**config.mk**
```make
export PLATFORM = sky130hd
export DESIGN_NAME = audio_tx_fifo
export DESIGN_NICKNAME = d
export VERILOG_FILES = /design/src/rtl/audio_pkg.sv /design/src/rtl/fifo_ring.sv /design/src/rtl/audio_tx_fifo.sv
export SDC_FILE = /design/constraint.sdc
export NUM_CORES = 2
export LEC_CHECK = 0
export CAP_MARGIN = 0
export CELL_PAD_IN_SITES_DETAIL_PLACEMENT = 1
export CELL_PAD_IN_SITES_GLOBAL_PLACEMENT = 2
export CORE_MARGIN = 8
export CORE_UTILIZATION = 52
export DETAILED_ROUTE_END_ITERATION = 7
export GPL_TIMING_DRIVEN = 0
export PLACE_DENSITY_LB_ADDON = 0.08
export SLEW_MARGIN = 20
export SYNTH_ARGS = -nofsm -noshare
export SYNTH_HDL_FRONTEND = slang
export SYNTH_HIERARCHICAL = 1
export SYNTH_SLANG_ARGS = --single-unit
```
**constraint.sdc**
```tcl
create_clock -name i_clk -period 4 [get_ports i_clk]
set_input_delay 1.2 -clock i_clk [delete_from_list [all_inputs] [get_ports i_clk]]
set_output_delay 1.2 -clock i_clk [all_outputs]
set_load 0.1 [all_outputs]
```
**src/rtl/audio_pkg.sv**
```systemverilog
// -----------------------------------------------------------------------------
// audio_pkg
// Shared audio types for the codec-side buffers.
//   sample_t   : one 16-bit PCM sample
//   stereo_t   : packed L/R pair, [AUDIO_CH_L]=left, [AUDIO_CH_R]=right
//   tx_state_e : playback buffer state (pre-fill / running)
// -----------------------------------------------------------------------------
package audio_pkg;

   typedef logic [15:0] sample_t;
   typedef sample_t [1:0] stereo_t;

   localparam int AUDIO_CH_L = 0;
   localparam int AUDIO_CH_R = 1;

   localparam logic [15:0] AUDIO_CNT_MAX = 16'hFFFF;

   typedef enum logic [0:0] {
      TX_FILL = 1'b0,
      TX_RUN  = 1'b1
   } tx_state_e;

endpackage

```
**src/rtl/fifo_ring.sv**
```systemverilog
// -----------------------------------------------------------------------------
// fifo_ring
// Generic single-clock ring buffer: storage array, write/read pointers and a
// level counter one bit wider than the pointers so full and empty differ.
// Head data is presented combinationally from the read pointer.
// Ports:
//   i_clk, i_rst      clock, asynchronous active-low reset
//   i_push, i_wr_dat  write request and data (ignored when full)
//   i_pop             read request (ignored when empty)
//   o_rd_dat          data at the head of the ring
//   o_level           registered number of stored entries
//   o_level_nxt       level after the current cycle's push/pop
// -----------------------------------------------------------------------------
module fifo_ring #(
   parameter int p_width = 32,
   parameter int p_depth = 64
) (
   input  logic                       i_clk,
   input  logic                       i_rst,
   input  logic                       i_push,
   input  logic [p_width-1:0]         i_wr_dat,
   input  logic                       i_pop,
   output logic [p_width-1:0]         o_rd_dat,
   output logic [$clog2(p_depth):0]   o_level,
   output logic [$clog2(p_depth):0]   o_level_nxt
);

   localparam int c_aw = $clog2(p_depth);
   localparam logic [c_aw:0] c_full = (c_aw+1)'(p_depth);

   logic [p_width-1:0] mem_q [p_depth];
   logic [c_aw-1:0]    wr_ptr_q, wr_ptr_d;
   logic [c_aw-1:0]    rd_ptr_q, rd_ptr_d;
   logic [c_aw:0]      level_q, level_d;
   logic               push_ok, pop_ok;

   assign push_ok = i_push && (level_q != c_full);
   assign pop_ok  = i_pop  && (level_q != '0);

   always_comb begin
      wr_ptr_d = wr_ptr_q;
      rd_ptr_d = rd_ptr_q;
      level_d  = level_q;
      // pointers wrap naturally at p_depth (power of two)
      if (push_ok) wr_ptr_d = wr_ptr_q + 1'b1;
      if (pop_ok)  rd_ptr_d = rd_ptr_q + 1'b1;
      case ({push_ok, pop_ok})
         2'b10:   level_d = level_q + 1'b1;
         2'b01:   level_d = level_q - 1'b1;
         default: level_d = level_q;
      endcase
   end

   always_ff @(posedge i_clk or negedge i_rst) begin
      if (!i_rst) begin
         wr_ptr_q <= '0;
         rd_ptr_q <= '0;
         level_q  <= '0;
      end else begin
         wr_ptr_q <= wr_ptr_d;
         rd_ptr_q <= rd_ptr_d;
         level_q  <= level_d;
      end
   end

   // storage needs no reset: an empty ring never exposes its contents
   always_ff @(posedge i_clk) begin
      if (push_ok) mem_q[wr_ptr_q] <= i_wr_dat;
   end

   assign o_rd_dat    = mem_q[rd_ptr_q];
   assign o_level     = level_q;
   assign o_level_nxt = level_d;

endmodule

```
**src/rtl/audio_tx_fifo.sv**
```systemverilog
// -----------------------------------------------------------------------------
// audio_tx_fifo
// Stereo playback buffer in front of the WM8731 codec driver. Pre-fills to
// p_threshold pairs, then hands one pair per driver frame-load strobe. On
// underrun the output is muted to 0/0 and the buffer returns to pre-fill.
//
// Optional build macro: AUDIO_TX_FIFO_STATS_EN adds o_underrun_cnt, a 16-bit
// saturating count of underrun events.
//
// Ports:
//   i_clk, i_rst      system clock, asynchronous active-low reset
//   i_wr_dat          write pair, [0]=left [1]=right
//   i_wr_val/o_wr_rdy write handshake; o_wr_rdy registered, = !full
//   o_dat             pair held for the driver, [0]=left [1]=right
//   i_ack             driver frame-load strobe (1-cycle pulse)
//   o_level           pairs stored
//   o_run             1 = RUN, 0 = FILL
//   o_underrun        sticky underrun flag
//   o_underrun_cnt    underrun count (AUDIO_TX_FIFO_STATS_EN only)
//
// state   | meaning
// TX_FILL | pre-filling; strobes pop nothing and mute the output
// TX_RUN  | playing; each strobe pops the head, empty strobe = underrun
// -----------------------------------------------------------------------------
module audio_tx_fifo
   import audio_pkg::*;
#(
   parameter int p_depth     = 64,
   parameter int p_threshold = 16
) (
   input  logic                      i_clk,
   input  logic                      i_rst,
   input  logic [1:0][15:0]          i_wr_dat,
   input  logic                      i_wr_val,
   output logic                      o_wr_rdy,
   output logic [1:0][15:0]          o_dat,
   input  logic                      i_ack,
   output logic [$clog2(p_depth):0]  o_level,
   output logic                      o_run,
   output logic                      o_underrun
`ifdef AUDIO_TX_FIFO_STATS_EN
   ,
   output logic [15:0]               o_underrun_cnt
`endif
);

   localparam int c_aw = $clog2(p_depth);
   localparam logic [c_aw:0] c_full = (c_aw+1)'(p_depth);
   localparam logic [c_aw:0] c_thr  = (c_aw+1)'(p_threshold);

   tx_state_e     state_q, state_d;
   stereo_t       dat_q, dat_d;
   logic          wr_rdy_q, wr_rdy_d;
   logic          underrun_q, underrun_d;

   stereo_t       head;
   logic [c_aw:0] level;
   logic [c_aw:0] level_nxt;
   logic          push, pop, underrun_evt, fifo_empty, is_run;

   assign is_run      = (state_q == TX_RUN);
   assign fifo_empty  = (level == '0);
   assign push        = i_wr_val && wr_rdy_q;
   assign pop         = is_run && i_ack && !fifo_empty;
   // a push landing in the same cycle does not rescue an empty strobe
   assign underrun_evt = is_run && i_ack && fifo_empty;

   fifo_ring #(
      .p_width (32),
      .p_depth (p_depth)
   ) u_ring (
      .i_clk       (i_clk),
      .i_rst       (i_rst),
      .i_push      (push),
      .i_wr_dat    (i_wr_dat),
      .i_pop       (pop),
      .o_rd_dat    (head),
      .o_level     (level),
      .o_level_nxt (level_nxt)
   );

   always_comb begin
      state_d    = state_q;
      dat_d      = dat_q;
      underrun_d = underrun_q;
      // ready follows the level after this cycle, so a pop while full only
      // re-opens the write port on the following cycle
      wr_rdy_d   = (level_nxt != c_full);

      if (i_ack) begin
         dat_d = pop ? head : '0;
      end

      if (underrun_evt) begin
         state_d    = TX_FILL;
         underrun_d = 1'b1;
      end else if ((state_q == TX_FILL) && (level_nxt >= c_thr)) begin
         state_d = TX_RUN;
      end
   end

   always_ff @(posedge i_clk or negedge i_rst) begin
      if (!i_rst) begin
         state_q    <= TX_FILL;
         dat_q      <= '0;
         wr_rdy_q   <= 1'b0;
         underrun_q <= 1'b0;
      end else begin
         state_q    <= state_d;
         dat_q      <= dat_d;
         wr_rdy_q   <= wr_rdy_d;
         underrun_q <= underrun_d;
      end
   end

`ifdef AUDIO_TX_FIFO_STATS_EN
   logic [15:0] und_cnt_q, und_cnt_d;

   always_comb begin
      und_cnt_d = und_cnt_q;
      if (underrun_evt && (und_cnt_q != AUDIO_CNT_MAX)) und_cnt_d = und_cnt_q + 16'd1;
   end

   always_ff @(posedge i_clk or negedge i_rst) begin
      if (!i_rst) und_cnt_q <= '0;
      else        und_cnt_q <= und_cnt_d;
   end

   assign o_underrun_cnt = und_cnt_q;
`endif

   assign o_wr_rdy   = wr_rdy_q;
   assign o_dat      = dat_q;
   assign o_level    = level;
   assign o_run      = is_run;
   assign o_underrun = underrun_q;

endmodule

```
# == After elaboration in Yosys (flattened, before gate mapping) ==
# Memory sizes are Yosys's and may differ from the RTL's.
# Cells that the tools add are included.
# op_classes
add_sub_neg,4
n_lt_le_gt_ge,1
n_eq_ne,4
muxes,6
n_bitwise,1
n_reduce_logical,11
# ops
cell,n
$mux 32,1
$ne 7x7->1 const B,2
$pmux 7 s2,1
$add 6x1->6 const B,2
$add 7x1->7 const B,1
$ge 7x5->1 const B,1
$logic_and 1x1->1,7
$logic_not 7->1,1
$reduce_bool 7->1,1
$sub 7x1->7 const B,1
$mux 1,4
$eq 2x1->1 const B,1
$eq 2x2->1 const B,1
$reduce_bool 2->1,1
$logic_not 1->1,1
$not 1->1,1
# totals
ff_bits,54
ram_bits,2048
in_bits,36
out_inout_bits,42
wordCells,36
mem_count,1
# memory_table
memory,words,word_bits,rd,rd_clocked_by_memory_dff,write_ports,line_no,source
u_ring.mem_q,64,32,1,0,1,fifo_ring.sv:31,logic [p_width-1:0] mem_q [p_depth];

# == Logic depth before layout (Yosys ltp) ==
# depth
ltp_word,10
mapped_depth,15
depth_no_buf,14

# == Cells and area by module ==
# Netlist, hierarchy kept.
# modules_own_cells
module,instances,cells_per_inst,area_per_inst_um2
fifo_ring,1,3161,78851.9
audio_tx_fifo,1,91,1362.6

# == Worst setup path before layout ==
# No wires, ideal clock.
# synth_path
kind,register to register
start,"register u_ring.level_q[1], in the netlist u_ring/o_level[1]"
end,memory u_ring.mem_q[55][0] (enable)
setup_time_ps,421
t_arrival_ps,3730
required_ps,3579
setup_slack_ps,-151
stages_incl_launch_ff,8
path_cell_list,dfrtp_1 > clkbuf_1 > nor3_1 > a31oi_1 > and2_1 > nand3_1 > clkbuf_1 > nor2_1
# synth_between
elab_chain_len,4
# synth_lines
item,line_no,source
start: declaration,fifo_ring.sv:34,"logic [c_aw:0] level_q, level_d;"
start signal: assignment,fifo_ring.sv:62,level_q <= level_d;
$ne 7x7->1,fifo_ring.sv:37,assign push_ok = i_push && (level_q != c_full);
$logic_and 1x1->1,fifo_ring.sv:37,
$mux 1,fifo_ring.sv:68,if (push_ok) mem_q[wr_ptr_q] <= i_wr_dat;
$mux 1 (implied by the code),fifo_ring.sv:68,
end: declaration,fifo_ring.sv:31,
# Every way passes these cells.

# == Worst setup path in the final report ==
# layout_path
start,input i_wr_val
end,memory u_ring.mem_q[16][20] (enable)
# layout_between
elab_chain_len,4
# layout_lines
item,line_no,source
start: declaration,audio_tx_fifo.sv:34,"input logic i_wr_val,"
$logic_and 1x1->1,audio_tx_fifo.sv:63,assign push = i_wr_val && wr_rdy_q;
via push,audio_tx_fifo.sv:59,"logic push, pop, underrun_evt, fifo_empty, is_run;"
$logic_and 1x1->1,fifo_ring.sv:37,
$mux 1,fifo_ring.sv:68,
$mux 1 (implied by the code),fifo_ring.sv:68,
# The timed path passes the listed nets, and every way through them passes these cells.

==> results.md <==
* Final Critical Period at 4.10 ns
* Failing checks: setup timing
* LEAKAGE at 29.8 nW
* Die ar. at 0.167 sq mm
* I/O Pins at 78
* Synth unique cells at 47
* Grt total ovfl at 0
* Crit-path max FO at 17
* Sequential element share of the synthesized area at 78.4%
* Total Power at 65.9 mW
* Status: complete, but fails checks
* Hold Buf Count CTS at 0
* DP Worst Slack at -1.70 ns
* Final Hold Fails at 0
* Power per Cell Area at 696 mW/mm^2
* Synth Cell Area at 0.0802 sq mm
* DRT Pass-1 Iters at 5
* Synthesis-stage register bit count at 2,102
* Required @ worst endpoint at 4.49 ns
* Crit share post-route at 102%
* WS Path Type: input port to flip-flop
* Clk pin slew, worst setup/hold paths at 0.06 ns
* Initial antenna violation count at 6
* Setup violators final at 187
* Async set-reset flop share out of synthesis at 2.57%
* Mapped Cells at 3,252
* Worst hold path type: input port to async pin
* Mux cell area share after synthesis at 18.2%
* Largest net degree at the start of global routing at 65
* Synthesized area per cell at 24.7 sq um
* Num rows at 144
* Compound-gate portion of the synthesized area at 1.17%
* Layout area overhead at 18.1%
* Clk sinks at 2,102
* Die Width at 409 um
* DR iter-0 viols at 4,650
* Post-route ant nets at 0
* Top cell type's share of synthesized area at 76.7%
* Total Routing Usage GR at 27.0%
* Port Buffer Count at 77
* Total Nets Final at 3,777
* Number of flops mapped to enable cells by yosys at 2,048
* GP Congestion at 0.826
* Clock root cell: clkbuf_16
* Initial core utilization at 52.2%
* Global-route wire length before repair at 317 mm
* Die height at 409 um
* Number of max-cap violations at 0
* WL/cell at 38.1 um
* Core Box Area at 0.154 sq mm
* Max Clock Skew at 0.0315 ns
* WP data arrival at 4.59 ns
* Count of final max-slew check failures at 0
* Routed vias at 38,720
* Synth area leaders: edfxtp_1, mux4_2, dfrtp_1
* Largest family of logic cells by synthesized area: multiplexers
* Top_reg_cell synth: edfxtp_1
* Relative slew margins at 23.8%
* Yosys warnings at 6
* Area leader, netlist: edfxtp_1
* Adder-cell area share of the yosys netlist at 0.0624%
* Clock tree buffer depth at 3
* Clk_lat worst skew at 0.81 ns
* WHS at 0.176 ns
* HPWL Detailed at 148 mm
* Crit end category: flip-flop
* Detailed Route WL at 227 mm
* H-tree Lvls at 4
* Via-to-Cell Ratio at 6.50
* Worst setup margin at -0.0981 ns
* Syn_nets at 3,292
* Cts bufs inserted at 210
* RSZ-0062 raised after global routing: true
* CTS tree: yes
* Max Clk Rate at 244 MHz
* Peak supply drop at 0.00101 V
* Slew @ Worst Pin at 1.14 ns
* XOR/XNOR share of the synthesized area at 0.186%
* Post-Synth Simple-Gate Area at 0.964%
* Number of remaining DRC errors at 0
* Number of global-route vias before repair at 40,851
* Setup crit start kind: input port
* Share of cells above drive strength 1 at 35.5%
worst paths after layout:
check	startpoint	end	slack, ns	depth (start not counted)
setup / recovery	i_wr_val	u_ring/mem_q[16][20]	-0.1	9
hold / removal	i_rst	o_dat[9]	0.18	1
setup reg to reg	u_ring/rd_ptr_q[0]	o_dat[9]	-0.01	8
hold reg to reg	o_underrun	o_underrun	0.50	1
max in group asynchronous	i_rst	o_dat[16]	3.30	2
min in group i_clk	o_underrun	o_underrun	0.50	1
through the flow:
stage                     cell area, sq um  instances  util [%]  setup TNS (ns)
after global placement               83500       5373      54.4        -6428.25
after floorplan                      80200       3252         -         -122.20
final                                94800       5956      61.7           -8.56
after detailed placement             87300       5509      56.8        -1967.67
after CTS                            94600       5939      61.5               0
after global routing                 94800       5955      61.7          -13.94
layout by cell type, fill, tap and decap left out, types with 56 or more instances in the layout:
cell       instances
buf_12            71
buf_16            86
buf_2             72
buf_4             64
clkbuf_1          81
clkbuf_16        214
clkbuf_2          56
edfxtp_1        2048
mux4_2           640
nor2_4            64
timing repair:
item | CTS | global route
resized for setup | 67 | 29
setup endpoints to repair | 1257 | 397
endpoints found under the hold margin | 0 | 0
pin swaps | 25 | 9
setup buffers | 44 | 16
gates cloned | 0 | 0
cell families after synthesis:
| kind of cell | Yosys count |
|---|---|
| buf+inv | 188 |
| simple gates | 164 |
| mux | 658 |
| compound gates | 119 |
| xor+xnor | 17 |
| fa+ha+maj | 4 |
| flops | 2102 |
power breakdown:
part / total, mW / switching [mW] / internal (mW) / leakage [nW]
Combinational: 21.2 / 12.6 / 8.59 / 7.48
Sequential: 25.7 / 0.493 / 25.2 / 19.1
Clock: 19.0 / 8.10 / 10.9 / 3.25
Total: 65.9 / 21.2 / 44.7 / 29.8
state kept, by name, summed over array words and instances (netlist names):
signal and cells:
u_ring/mem_q 2048, o_underrun 1, u_ring/rd_ptr_q 6, o_run 1, u_ring/o_level 7, u_ring/wr_ptr_q 6, o_dat 32, o_wr_rdy 1
cells in the mapped netlist (all sizes together), types with 5 or more instances:
master  number
edfxtp    2048
mux4       640
buf         94
clkbuf      90
nor2        73
dfrtp       54
nand2       40
a22oi       38
a32o        32
a21oi       19
nor2b       17
mux2i       15
a211oi      13
xor2         9
xnor2        8
and2         6
nand3        5
nor3         5
o21ai        5
metal layers:
layer | global-route usage (%) | vias to the layer above | part of all wire, %
li1 | - | 15139 | -
met3 | 5.57 | 443 | 8.2
met5 | 0 | - | 0.0053
met2 | 45.1 | 1923 | 50
met1 | 35.7 | 21213 | 38
met4 | 9.04 | 2 | 3.9
layout make-up:
cell class                 instances  area [sq um]
sequential                      2102         62900
fill                           12081         58900
multi-input combinational        962         17000
clock buffer                     270          5650
timing repair buffer             273          4700
tap                             2044          2560
buffer                           184          1010
clock inverter                   116           962
inverter                           4          15.0
antenna                            1          2.50
worst max-delay path, cell delays in order:
cell and delay, ns:
clkdlybuf4s50_1 0.45, and2_1 0.23, inv_1 0.11, a31oi_2 0.50
inv_1 0.29, nor2_1 0.37, nand2_1 0.61, nor2_4 0.55
buf_12 0.24
(Power assumes the default switching activity.)
